$ cat src/rtl/key_note_scheduler.sv
// Key/note scheduler: turns a held-key bitmap or a built-in song into a
// registered tone half-period, with last-pressed-wins key arbitration.
module key_note_scheduler #(
    parameter int unsigned CLK_HZ      = 100_000_000,
    parameter int unsigned UNIT_CYCLES = 12_500_000,
    parameter int unsigned GAP_CYCLES  = 1_000_000
) (
    input  logic        clk,
    input  logic        reset,
    input  logic [7:0]  key_req,
    input  logic        play_start,
    input  logic        play_stop,
    output logic [25:0] note,
    output logic        note_on,
    output logic [2:0]  active_key,
    output logic        busy
);

    // One counter times both note durations (up to 15 units) and gaps.
    localparam int unsigned DUR_MAX = 15 * UNIT_CYCLES;
    localparam int unsigned CNT_MAX = (DUR_MAX > GAP_CYCLES) ? DUR_MAX : GAP_CYCLES;
    localparam int unsigned CNT_W   = $clog2(CNT_MAX + 1);

    // The note table holds half-periods for a 100 MHz clock; this block
    // exists only to flag builds configured for a different clock.
    if (CLK_HZ != 100_000_000) begin : g_note_table_not_scaled
    end

    typedef enum logic [1:0] {
        IDLE,
        MANUAL,
        PLAY,
        GAP
    } state_t;

    state_t             state_q, state_d;
    logic [3:0]         idx_q, idx_d;
    logic [CNT_W-1:0]   cnt_q, cnt_d;
    logic [7:0]         prev_key_q;

    logic [25:0]        note_q, note_d;
    logic               note_on_q, note_on_d;
    logic [2:0]         active_key_q, active_key_d;
    logic               busy_q, busy_d;

    logic [7:0]         rise;
    logic [2:0]         arb_key;
    logic               key_any;

    logic [7:0]         cur_entry;
    logic [7:0]         nxt_entry;
    logic [7:0]         first_entry;
    logic [7:0]         play_entry;
    logic [3:0]         nxt_idx;
    logic [CNT_W-1:0]   dur_cycles;

    // Half-period counts for C4..C5 at 100 MHz.
    function automatic logic [25:0] note_of(input logic [2:0] k);
        logic [25:0] n;
        case (k)
            3'd0:    n = 26'd191109;
            3'd1:    n = 26'd170264;
            3'd2:    n = 26'd151685;
            3'd3:    n = 26'd143172;
            3'd4:    n = 26'd127550;
            3'd5:    n = 26'd113635;
            3'd6:    n = 26'd101239;
            default: n = 26'd95555;
        endcase
        return n;
    endfunction

    // Song ROM entry = {rest, key[2:0], dur[3:0]}; dur==0 marks the end.
    function automatic logic [7:0] rom_entry(input logic [3:0] idx);
        logic [7:0] e;
        case (idx)
            4'd0, 4'd1, 4'd2, 4'd3,
            4'd4, 4'd5, 4'd6, 4'd7: e = {1'b0, idx[2:0], 4'd2};
            default:                e = 8'h00;
        endcase
        return e;
    endfunction

    assign key_any     = |key_req;
    assign cur_entry   = rom_entry(idx_q);
    assign nxt_idx     = idx_q + 4'd1;
    assign nxt_entry   = rom_entry(nxt_idx);
    assign first_entry = rom_entry(4'd0);
    assign dur_cycles  = CNT_W'(cur_entry[3:0]) * CNT_W'(UNIT_CYCLES);
    assign play_entry  = rom_entry(idx_d);

    // Manual arbitration: newest rising key wins (lowest index on ties),
    // otherwise keep the sounding key, otherwise the lowest held key.
    always_comb begin
        logic       rise_found;
        logic       held_found;
        logic [2:0] rise_key;
        logic [2:0] held_key;
        rise       = key_req & ~prev_key_q;
        rise_found = 1'b0;
        held_found = 1'b0;
        rise_key   = '0;
        held_key   = '0;
        for (int unsigned i = 0; i < 8; i++) begin
            if (!rise_found && rise[3'(i)]) begin
                rise_found = 1'b1;
                rise_key   = 3'(i);
            end
            if (!held_found && key_req[3'(i)]) begin
                held_found = 1'b1;
                held_key   = 3'(i);
            end
        end
        if (rise_found) begin
            arb_key = rise_key;
        end else if (state_q == MANUAL && key_req[active_key_q]) begin
            arb_key = active_key_q;
        end else begin
            arb_key = held_key;
        end
    end

    // State, song position, timing counter and key history.
    always_ff @(posedge clk or posedge reset) begin
        if (reset) begin
            state_q    <= IDLE;
            idx_q      <= '0;
            cnt_q      <= '0;
            prev_key_q <= '0;
        end else begin
            state_q    <= state_d;
            idx_q      <= idx_d;
            cnt_q      <= cnt_d;
            prev_key_q <= key_req;
        end
    end

    // Next-state: stop beats keys beats start; song advances through GAP.
    always_comb begin
        state_d = state_q;
        idx_d   = idx_q;
        cnt_d   = cnt_q;
        case (state_q)
            IDLE: begin
                if (key_any) begin
                    state_d = MANUAL;
                end else if (play_start) begin
                    idx_d   = '0;
                    cnt_d   = '0;
                    state_d = (first_entry[3:0] == 4'd0) ? IDLE : PLAY;
                end
            end
            MANUAL: begin
                if (!key_any) begin
                    state_d = IDLE;
                end
            end
            PLAY, GAP: begin
                if (play_stop) begin
                    state_d = IDLE;
                    idx_d   = '0;
                    cnt_d   = '0;
                end else if (key_any) begin
                    state_d = MANUAL;
                    idx_d   = '0;
                    cnt_d   = '0;
                end else if (play_start) begin
                    idx_d   = '0;
                    cnt_d   = '0;
                    state_d = (first_entry[3:0] == 4'd0) ? IDLE : PLAY;
                end else if (state_q == PLAY) begin
                    if (cnt_q == dur_cycles - CNT_W'(1)) begin
                        state_d = GAP;
                        cnt_d   = '0;
                    end else begin
                        cnt_d = cnt_q + CNT_W'(1);
                    end
                end else begin
                    if (cnt_q == CNT_W'(GAP_CYCLES - 1)) begin
                        cnt_d = '0;
                        // Wrap past entry 15 or an end marker ends the song.
                        if (idx_q == 4'd15 || nxt_entry[3:0] == 4'd0) begin
                            state_d = IDLE;
                            idx_d   = '0;
                        end else begin
                            state_d = PLAY;
                            idx_d   = nxt_idx;
                        end
                    end else begin
                        cnt_d = cnt_q + CNT_W'(1);
                    end
                end
            end
            default: begin
                state_d = IDLE;
                idx_d   = '0;
                cnt_d   = '0;
            end
        endcase
    end

    // Output values for the state being entered, registered below.
    always_comb begin
        note_d       = '0;
        note_on_d    = 1'b0;
        active_key_d = '0;
        busy_d       = 1'b0;
        case (state_d)
            MANUAL: begin
                note_d       = note_of(arb_key);
                note_on_d    = 1'b1;
                active_key_d = arb_key;
            end
            PLAY: begin
                busy_d = 1'b1;
                if (!play_entry[7]) begin
                    note_d       = note_of(play_entry[6:4]);
                    note_on_d    = 1'b1;
                    active_key_d = play_entry[6:4];
                end
            end
            GAP: begin
                busy_d = 1'b1;
            end
            default: begin
                busy_d = 1'b0;
            end
        endcase
    end

    // Registered outputs, cleared asynchronously by reset.
    always_ff @(posedge clk or posedge reset) begin
        if (reset) begin
            note_q       <= '0;
            note_on_q    <= 1'b0;
            active_key_q <= '0;
            busy_q       <= 1'b0;
        end else begin
            note_q       <= note_d;
            note_on_q    <= note_on_d;
            active_key_q <= active_key_d;
            busy_q       <= busy_d;
        end
    end

    assign note       = note_q;
    assign note_on    = note_on_q;
    assign active_key = active_key_q;
    assign busy       = busy_q;

endmodule

$ cat config.mk
export PLATFORM = sky130hd
export DESIGN_NAME = key_note_scheduler
export DESIGN_NICKNAME = d
export VERILOG_FILES = /design/src/rtl/key_note_scheduler.sv
export SDC_FILE = /design/constraint.sdc
export NUM_CORES = 1
export LEC_CHECK = 0
export BUFFER_PORTS_ARGS = -buffer_cell sky130_fd_sc_hd__buf_2
export CELL_PAD_IN_SITES_DETAIL_PLACEMENT = 0
export CELL_PAD_IN_SITES_GLOBAL_PLACEMENT = 1
export CORE_AREA = 2 2 89 125
export CTS_BUF_LIST = sky130_fd_sc_hd__clkbuf_8
export CTS_CLUSTER_DIAMETER = 120
export DETAILED_ROUTE_END_ITERATION = 8
export DIE_AREA = 0 0 91 127
export PLACE_DENSITY = 0.65
export SLEW_MARGIN = 20
export SYNTH_ARGS = -nofsm -noshare
export SYNTH_HDL_FRONTEND = slang
export SYNTH_SLANG_ARGS = --single-unit
$ cat constraint.sdc
create_clock -name clk -period 5.3 [get_ports clk]
set_input_delay 0.795 -clock clk [delete_from_list [all_inputs] [get_ports clk]]
set_output_delay 0.795 -clock clk [all_outputs]
set_load 0.01 [all_outputs]
# After elaboration in Yosys (flattened, before gate mapping)
# Index checks and enable logic that the tools add are counted.
# word_totals
output_inout_bits	31
reg_bits	73
input_bits	12
wordCells	178
# classes
n_lt_le_gt_ge	1
n_eq_ne	44
n_mul	1
addsub	3
bitwise_logic	2
n_reduce_logical	45
muxes	74
# ops
operator	n
$pmux 18 s7	2
$mux 28	8
$pmux 28 s2	1
$eq 4x3->1 const B	12
$mux 3	15
$pmux 18 s2	1
$mux 4	8
$reduce_or 8->1	4
$add 28x1->28 const B	1
$eq 28x20->1 const B	1
$eq 28x28->1	1
$sub 28x1->28 const B	1
$eq 4x2->1 const B	6
$mux 2	12
$mul 4x19->23 const B	1
$mux 1	20
$eq 3x3->1 const B	6
$mux 18	1
$logic_not 4->1	4
$logic_and 1x1->1	15
$logic_not 1->1	14
$eq 3x2->1 const B	4
$eq 4x1->1 const B	3
$and 8x8->8	1
20 further kinds	28

# Logic depth before layout (Yosys ltp)
# Gate-level depths: netlist of the first run.
# logic_depth
depth_word	28
mapped_depth	16
ltp_nobuf	15

# Worst setup path before layout of the first run
# Ideal clock, no wire load.
# synth_path
path_kind	register to register
start	reg idx_q[0]
end	reg note_q[9], in the netlist note[9]
n_path_buf	1
setup_time_ns	0.119
setup_slack_ns	1.519
stages_incl_launch_ff	17
period_less_slack_ns	3.781
arrival_time_ns	3.663
t_required_ns	5.181
cell_sequence	dfrtp_1 > inv_1 > ha_1 > nor4_1 > nor2_1 > or4_4 > a2111oi_4 > a21oi_1 > o311a_1 > a21o_1 > ha_1 > clkbuf_1 > inv_1 > nand2_1 > inv_1 > o211ai_1 > a21bo_1
# synth_between
elab_chain_len	20
elab_cells_between_ends	66
# synth_lines
element	line	rtl
start, declared	37	logic [3:0] idx_q, idx_d;
start signal, assigned	132	idx_q <= idx_d;
branches (longest 19 deep; another with $sub 28x1->28)	-	
$pmux 18 s2 *	208	case (state_d)
net note_d[9]	41	logic [25:0] note_q, note_d;
end signal, assigned	239	note_q <= note_d;
end, declared	41	
# Mark *: on every way through the listed nets, which the timed path passes.
# A chain may end at the register's enable or synchronous reset.

# Worst setup path in the final report of the first run
# Ends and elaborated chain as after synthesis.

==> results of run 1 <==
==> where the power goes <==
| group | leakage [nW] | total [mW] | switching (mW) | internal [mW] |
|---|---|---|---|---|
| Combinational | 0.928 | 0.159 | 0.0948 | 0.0645 |
| Sequential | 0.804 | 0.523 | 0.0132 | 0.509 |
| Clock | 0.108 | 0.412 | 0.188 | 0.224 |
==> final cells by class <==
class                      instances  area (um2)
clock buffer                      10         138
clock inverter                     6        52.6
fill                            1113        6030
inverter                          24        90.1
multi-input combinational        329        2090
sequential                        63        1580
tap                              138         173
timing repair buffer              38         200
==> state kept, by name, summed over array words and instances, names as in the netlist <==
register,flops
cnt_q,28
note,16
prev_key_q,8
idx_q,4
active_key,3
state_q,2
busy,1
note_on,1
==> per-layer routing <==
| metal | share of wire | vias up | track usage |
|---|---|---|---|
| met4 | 0.037 | 0 | 0.0963 |
| met3 | 0.037 | 27 | 0.0413 |
| met5 | 0 | - | 0 |
| met1 | 0.43 | 1589 | 0.208 |
| li1 | - | 1604 | - |
| met2 | 0.49 | 69 | 0.302 |
==> per-stage QoR <==
step	power [mW]	hold WS, ns	instances
3_5_place_dp	0.691	0.495	592
5_1_grt	1.15	0.541	608
3_3_place_gp	0.693	0.491	592
6_report	1.09	0.509	608
4_1_cts	1.11	0.516	608
2_1_floorplan	0.636	0.459	443
==> layout by cell type (no fill, tap or decap), types with 3 or more instances in the layout <==
master and instances:
nor2b_1 18, dfrtp_1 63, and3_1 5, nor3_1 15, nor4_1 6, xnor2_1 10, nand2_1 32, nor4_4 3
a32oi_1 3, o21ai_0 29, o21ai_1 5, and2_1 3, ha_1 8, o2111ai_1 4, a21oi_1 20, o311a_1 3
nand3_1 18, inv_1 21, nand2b_1 9, buf_2 34, inv_2 5, o31ai_1 9, xor2_1 6, conb_1 8
clkbuf_8 10, buf_4 4, a22oi_1 3, clkinv_2 3, nand4_1 7, mux2i_1 5, a31oi_1 4, nor2_1 49
==> worst max path at each step <==
stage	end	depth (start not counted)
floorplan	note[9]	16
global placement	note[9]	15
detailed placement	note[9]	15
CTS	note[9]	15
global route	note[11]	15
finish	note[9]	15
==> kinds of logic after synthesis <==
group | count (synthesis)
AO/OA/AOI/OAI | 105
XOR/XNOR | 16
AND/OR/NAND/NOR | 185
other | 1
adder cells (fa/ha/maj) | 8
multiplexers | 7
flip-flops | 63
buffers and inverters | 51
==> worst max-delay path, cell delays in order, from the launching register on <==
cell and delay [ns]:
dfrtp_1 0.47, inv_1 0.12, ha_1 0.22, nor4_1 0.33
nor2_1 0.13, or4_4 0.55, a2111oi_4 0.39, a21oi_1 0.07
o311a_1 0.30, a21o_1 0.17, ha_1 0.47, inv_1 0.14
nand2_1 0.24, inv_1 0.13, o211ai_1 0.10, a21bo_1 0.21
==> reports/metrics.csv, run 1 <==
metric,value,unit
antenna_found_initial,0,
startpoint_type,flop,
synth_fa_ha_area_frac,0.0256,
yosysMostFrequentCell,dfrtp_1,
criticalPathCategory,flop to flop,
n_antenna_cell,0,
hold_depth,1,
finalClockSkew,0.00790,ns
yosysTopAreaCell,dfrtp_1,
gr-total-overflow,0,
yosysSeqAreaShare,0.403,
synthMuxAreaShare,0.0243,
report.final.slew_viol_count,0,
reg2reg_from,idx_q[0],
clk_path_buf_depth,2,
synth_top_area_share,0.403,
r2r_end,note[9],
cts_sinks,63,
async_flop_share,1.00,
start_util,0.378,
setup_ws,1.16,ns
synth_area_leaders,"dfrtp_1, nor2_1, o21ai_0",
finalSetupTns,0,ns
place_congestion,0.907,
area_growth,10.6,%
drive_above_1_share,0.151,
final_antenna_net_count,0,
dieArea,11600,um2
via_per_inst,5.41,
synth_top_family_by_area,simple AND/OR/NAND/NOR gates,
first_iter_violations,168,
setup_viol,0,
yosysWarnings,0,
rows,44,
avgSynthCellArea,8.96,um2
final_area,4320,um2
synth_edf_count,0,
maxCapViolCount,0,
dp_hpwl,6960,um
hp-start,cnt_q[3],
io_buffers,34,
maxSlewHeadroom,0.394,
ff2ff_path_depth,15,
required,5.54,ns
core_area,10300,um2
place_ws,1.15,ns
synthXorXnorAreaFrac,0.0359,
power.density,253,nW/um2
synth_cell_types,68,
period_share,0.781,
cts_resized,0,
fin_crit,4.14,ns
io-pin-count,43,
grt_setup_unrepaired,no,
syn_inst,436,
crit_start,idx_q[0],
die_h,127,um
max_clock_freq,0.242,GHz
root_buffer,clkbuf_8,
regToRegSetupSlack,1.16,ns
dr.pass1.iters,4,
h-tree-depth,3,
synth_common_cells,"dfrtp_1, nor2_1, nand2_1, o21ai_0",
cts_buffers,9,
ys_ff_latch,63,
hold_class,flop to flop,
crit_fanout,10,
synth-simple-area-share,0.257,
grt_max_degree,64,
p_leak,1.84,nW
synthFlopType,dfrtp_1,
grt_use_total,0.178,
min_to,cnt_q[3],
cp.arrival,4.38,ns
chipWidth,91,um
cts_setup_buffers,0,
cp-end-kind,flop,
finalHoldViolCount,0,
clock_latency,0.35,ns
syn_area,3910,um2
worst_pin_slew,0.908,ns
drc,0,
path_clk_slew,0.07,ns
dr_total_vias,3289,
utilization,0.418,
synth_compound_area_frac,0.184,
cts_tree,done,
cts_hold_buf,0,
wirelength,9910,um
routedWlPerCell,16.3,um
place_area,4130,um2
grt_pass1_vias,3251,
grt_pass1_wl,16400,um
layout.nets,485,
ir_drop,0.147,mV
outcome,"finished, final reports clean",
(Power assumes the default switching activity.)
==> run 2, diff against run 1 <==
--- a/config.mk
+++ b/config.mk
@@ -5,15 +5,16 @@
 export SDC_FILE = /design/constraint.sdc
 export NUM_CORES = 1
 export LEC_CHECK = 0
+export ABC_AREA = 1
 export BUFFER_PORTS_ARGS = -buffer_cell sky130_fd_sc_hd__buf_2
 export CELL_PAD_IN_SITES_DETAIL_PLACEMENT = 0
 export CELL_PAD_IN_SITES_GLOBAL_PLACEMENT = 1
-export CORE_AREA = 2 2 89 125
+export CORE_AREA = 2 2 91 128
 export CTS_BUF_LIST = sky130_fd_sc_hd__clkbuf_8
 export CTS_CLUSTER_DIAMETER = 120
 export DETAILED_ROUTE_END_ITERATION = 8
-export DIE_AREA = 0 0 91 127
-export PLACE_DENSITY = 0.65
+export DIE_AREA = 0 0 93 130
+export PLACE_DENSITY = 0.7
 export SLEW_MARGIN = 20
 export SYNTH_ARGS = -nofsm -noshare
 export SYNTH_HDL_FRONTEND = slang
==> constraint.sdc (replaced) <==
create_clock -name clk -period 3.45 [get_ports clk]
set_input_delay 0.5175 -clock clk [delete_from_list [all_inputs] [get_ports clk]]
set_output_delay 0.5175 -clock clk [all_outputs]
set_load 0.01 [all_outputs]
==> run 2 against run 1 <==
Against the previous run: sequential share of layout area fell by 2.3 points; utilization barely moved; wire length rose by 11%; critical path type unchanged; critical endpoint is now note[8].
==> reports/metrics.csv, run 2 <==
metric,value,unit,change
largest_reg_flops,28,,unchanged
outcome,"finished, final reports clean",,
utilization,0.417,,-0.000433
seqCellArea,1580,um2,unchanged
ys_ff_latch,63,,unchanged
first_iter_violations,131,,-22%
path_cells,ha_1 -> inv_1 -> nand2_1 -> o21ai_0 -> nand2_1 -> nand2_1 -> o21ai_0 -> nand2_1 -> nor2_1 -> o21ai_0 -> o21a_1 -> ha_1 -> buf_4 -> nand3_1 -> a21oi_1,,
dieArea,12100,um2,+4.6%
fin_crit,2.89,ns,-1.25 ns
area_growth,13.5,%,
core_area,11100,um2,+6.8%
cts_tree,done,,
finalHoldViolCount,0,,unchanged
cts_buffers,9,,unchanged
layout.nets,616,,+27%
gr-total-overflow,0,,unchanged
via_per_inst,4.98,,-7.9%
syn_inst,557,,+28%
setup_viol,0,,unchanged
final_cells,745,,+23%
synth-simple-area-share,0.354,,+0.0962
cts_setup_buffers,0,,unchanged
grt_max_degree,34,,-47%
synth_fa_ha_area_frac,0.0246,,-0.000971
grt.met2_usage,0.372,,+0.0706
crit_fanout,14,,+4
multi_input_area,2120,um2,+1.4%
synth_area_leaders,"dfrtp_1, nand2_1, inv_1",,
cts_sinks,63,,unchanged
io-pin-count,43,,unchanged
cp_num_buf_inv,2,,-1
met1_usage,0.210,,+0.00192
cp-end-kind,flop,,
p_leak,2.21,nW,+20%
finalClockSkew,0.0122,ns,+0.00427 ns
synth_compound_area_frac,0.130,,-0.0547
grt_pass1_wl,18500,um,+13%
synthMuxAreaShare,0,,-0.0243
antenna_found_initial,0,,unchanged
dr.pass1.iters,4,,unchanged
die_h,130,um,+2.4%
avgSynthCellArea,7.29,um2,-19%
cp_slowest_cell,ha_1,,
ir_drop,0.212,mV,+44%
startpoint_type,flop,,
start_util,0.368,,-0.0100
criticalPathCategory,flop to flop,,
yosysWarnings,0,,unchanged
hold_class,input pin to async pin,,
busiest_layer,met2,,
synth_top_family_by_area,simple AND/OR/NAND/NOR gates,,
finalSetupTns,0,ns,unchanged
maxSlewHeadroom,0.499,,+0.105
n_antenna_cell,0,,unchanged
synth_edf_count,0,,unchanged
routedWlPerCell,14.8,um,-9.0%
grt_setup_unrepaired,no,,
crit_family,compound AO/OA/AOI/OAI gates,,
synthFlopType,dfrtp_1,,
place_congestion,0.869,,-4.2%
maxCapViolCount,0,,unchanged
slowest_delay,0.45,ns,-0.10 ns
final_antenna_net_count,0,,unchanged
yosysTopAreaCell,dfrtp_1,,
synth_common_cells,"nand2_1, inv_1, dfrtp_1, nor2_1, nand3_1",,
synthXorXnorAreaFrac,0.00647,,-0.0294
max_clock_freq,0.346,GHz,+43%
h-tree-depth,3,,unchanged
top_register,cnt_q,,
report.final.slew_viol_count,0,,unchanged
place_area,4360,um2,+5.6%
dr_total_vias,3713,,+13%
fillers,1178,,+5.8%
grt_use_total,0.197,,+0.0190
grt_pass1_vias,3859,,+19%
synth_top_area_share,0.388,,-0.0153
wirelength,11000,um,+11%
final_cell_mix,"nand2_1, inv_1, dfrtp_1",,
final_area,4610,um2,+6.7%
final_common_cell,nand2_1,,
cp.arrival,3.16,ns,-1.22 ns
dp_cells,729,,+23%
yosysMostFrequentCell,nand2_1,,
async_flop_share,1.00,,unchanged
root_buffer,clkbuf_8,,
clk_path_buf_depth,2,,unchanged
worst_pin_slew,0.750,ns,-0.158 ns
clock_latency,0.35,ns,about the same
syn_area,4060,um2,+3.9%
required,3.72,ns,-1.82 ns
drive_above_1_share,0.180,,+0.0286
chipWidth,93,um,+2.2%
synth_cell_types,47,,-31%
drc,0,,unchanged
io_buffers,34,,unchanged
power.density,429,nW/um2,+69%
met3_usage,0.0271,,-0.0141
dp_hpwl,8610,um,+24%
yosysSeqAreaShare,0.388,,-0.0153
rows,46,,+4.5%
period_share,0.837,,+0.0564
crit_path_frequent_cell,nand2_1,,
path_clk_slew,0.08,ns,about the same
## run 2: per-layer routing
| layer | vias up | routed length [um] |
|---|---|---|
| li1 | 1870 | - |
| met1 | 1735 | 4340 |
| met2 | 82 | 6000 |
| met3 | 26 | 339 |
| met4 | 0 | 359 |
| met5 | - | 0 |
## run 2: where the power goes
part / switching [mW] / internal, mW / leakage [nW]
sequential: 0.0223 / 0.790 / 0.807
combinational: 0.240 / 0.115 / 1.29
clock: 0.327 / 0.481 / 0.112
total: 0.590 / 1.39 / 2.21
## run 2: kinds of logic after synthesis
logic type | Yosys count
xor+xnor | 3
flops | 63
compound gates | 88
simple gates | 302
other cells | 1
fa+ha+maj | 8
buf+inv | 92
## run 2: area by class of cell
cell class              count  area share
well taps                 144      0.0391
clock inverters             7      0.0263
multi-input cells         409       0.460
repair buffers             39      0.0451
clock buffers               9      0.0269
flip-flops and latches     63       0.342
inverters                  74      0.0603
## run 2: through the flow
step	total power, mW	hold slack (ns)	setup slack (ns)
after CTS	2.00	0.276	0.447
after global routing	2.08	0.286	0.0943
after detailed placement	1.18	0.484	0.479
final	1.98	0.291	0.561
after floorplan	1.06	0.446	1.01
after global placement	1.19	0.485	0.493
## run 2: path summary, 6_finish.rpt
check	start	to	slack (ns)	cells after the start
min in group clk	key_req[4]	prev_key_q[4]	0.29	1
max	idx_q[0]	note[8]	0.56	15
min	reset	prev_key_q[5]	0.29	2
min reg2reg	cnt_q[27]	cnt_q[27]	0.50	1
max in group asynchronous	reset	cnt_q[27]	2.36	3
max reg2reg	idx_q[0]	note[8]	0.56	15
## run 2: what timing repair did
item	in CTS	in global routing
hold buffers	0	0
endpoints found under the setup margin	0	2
resized for setup	0	1
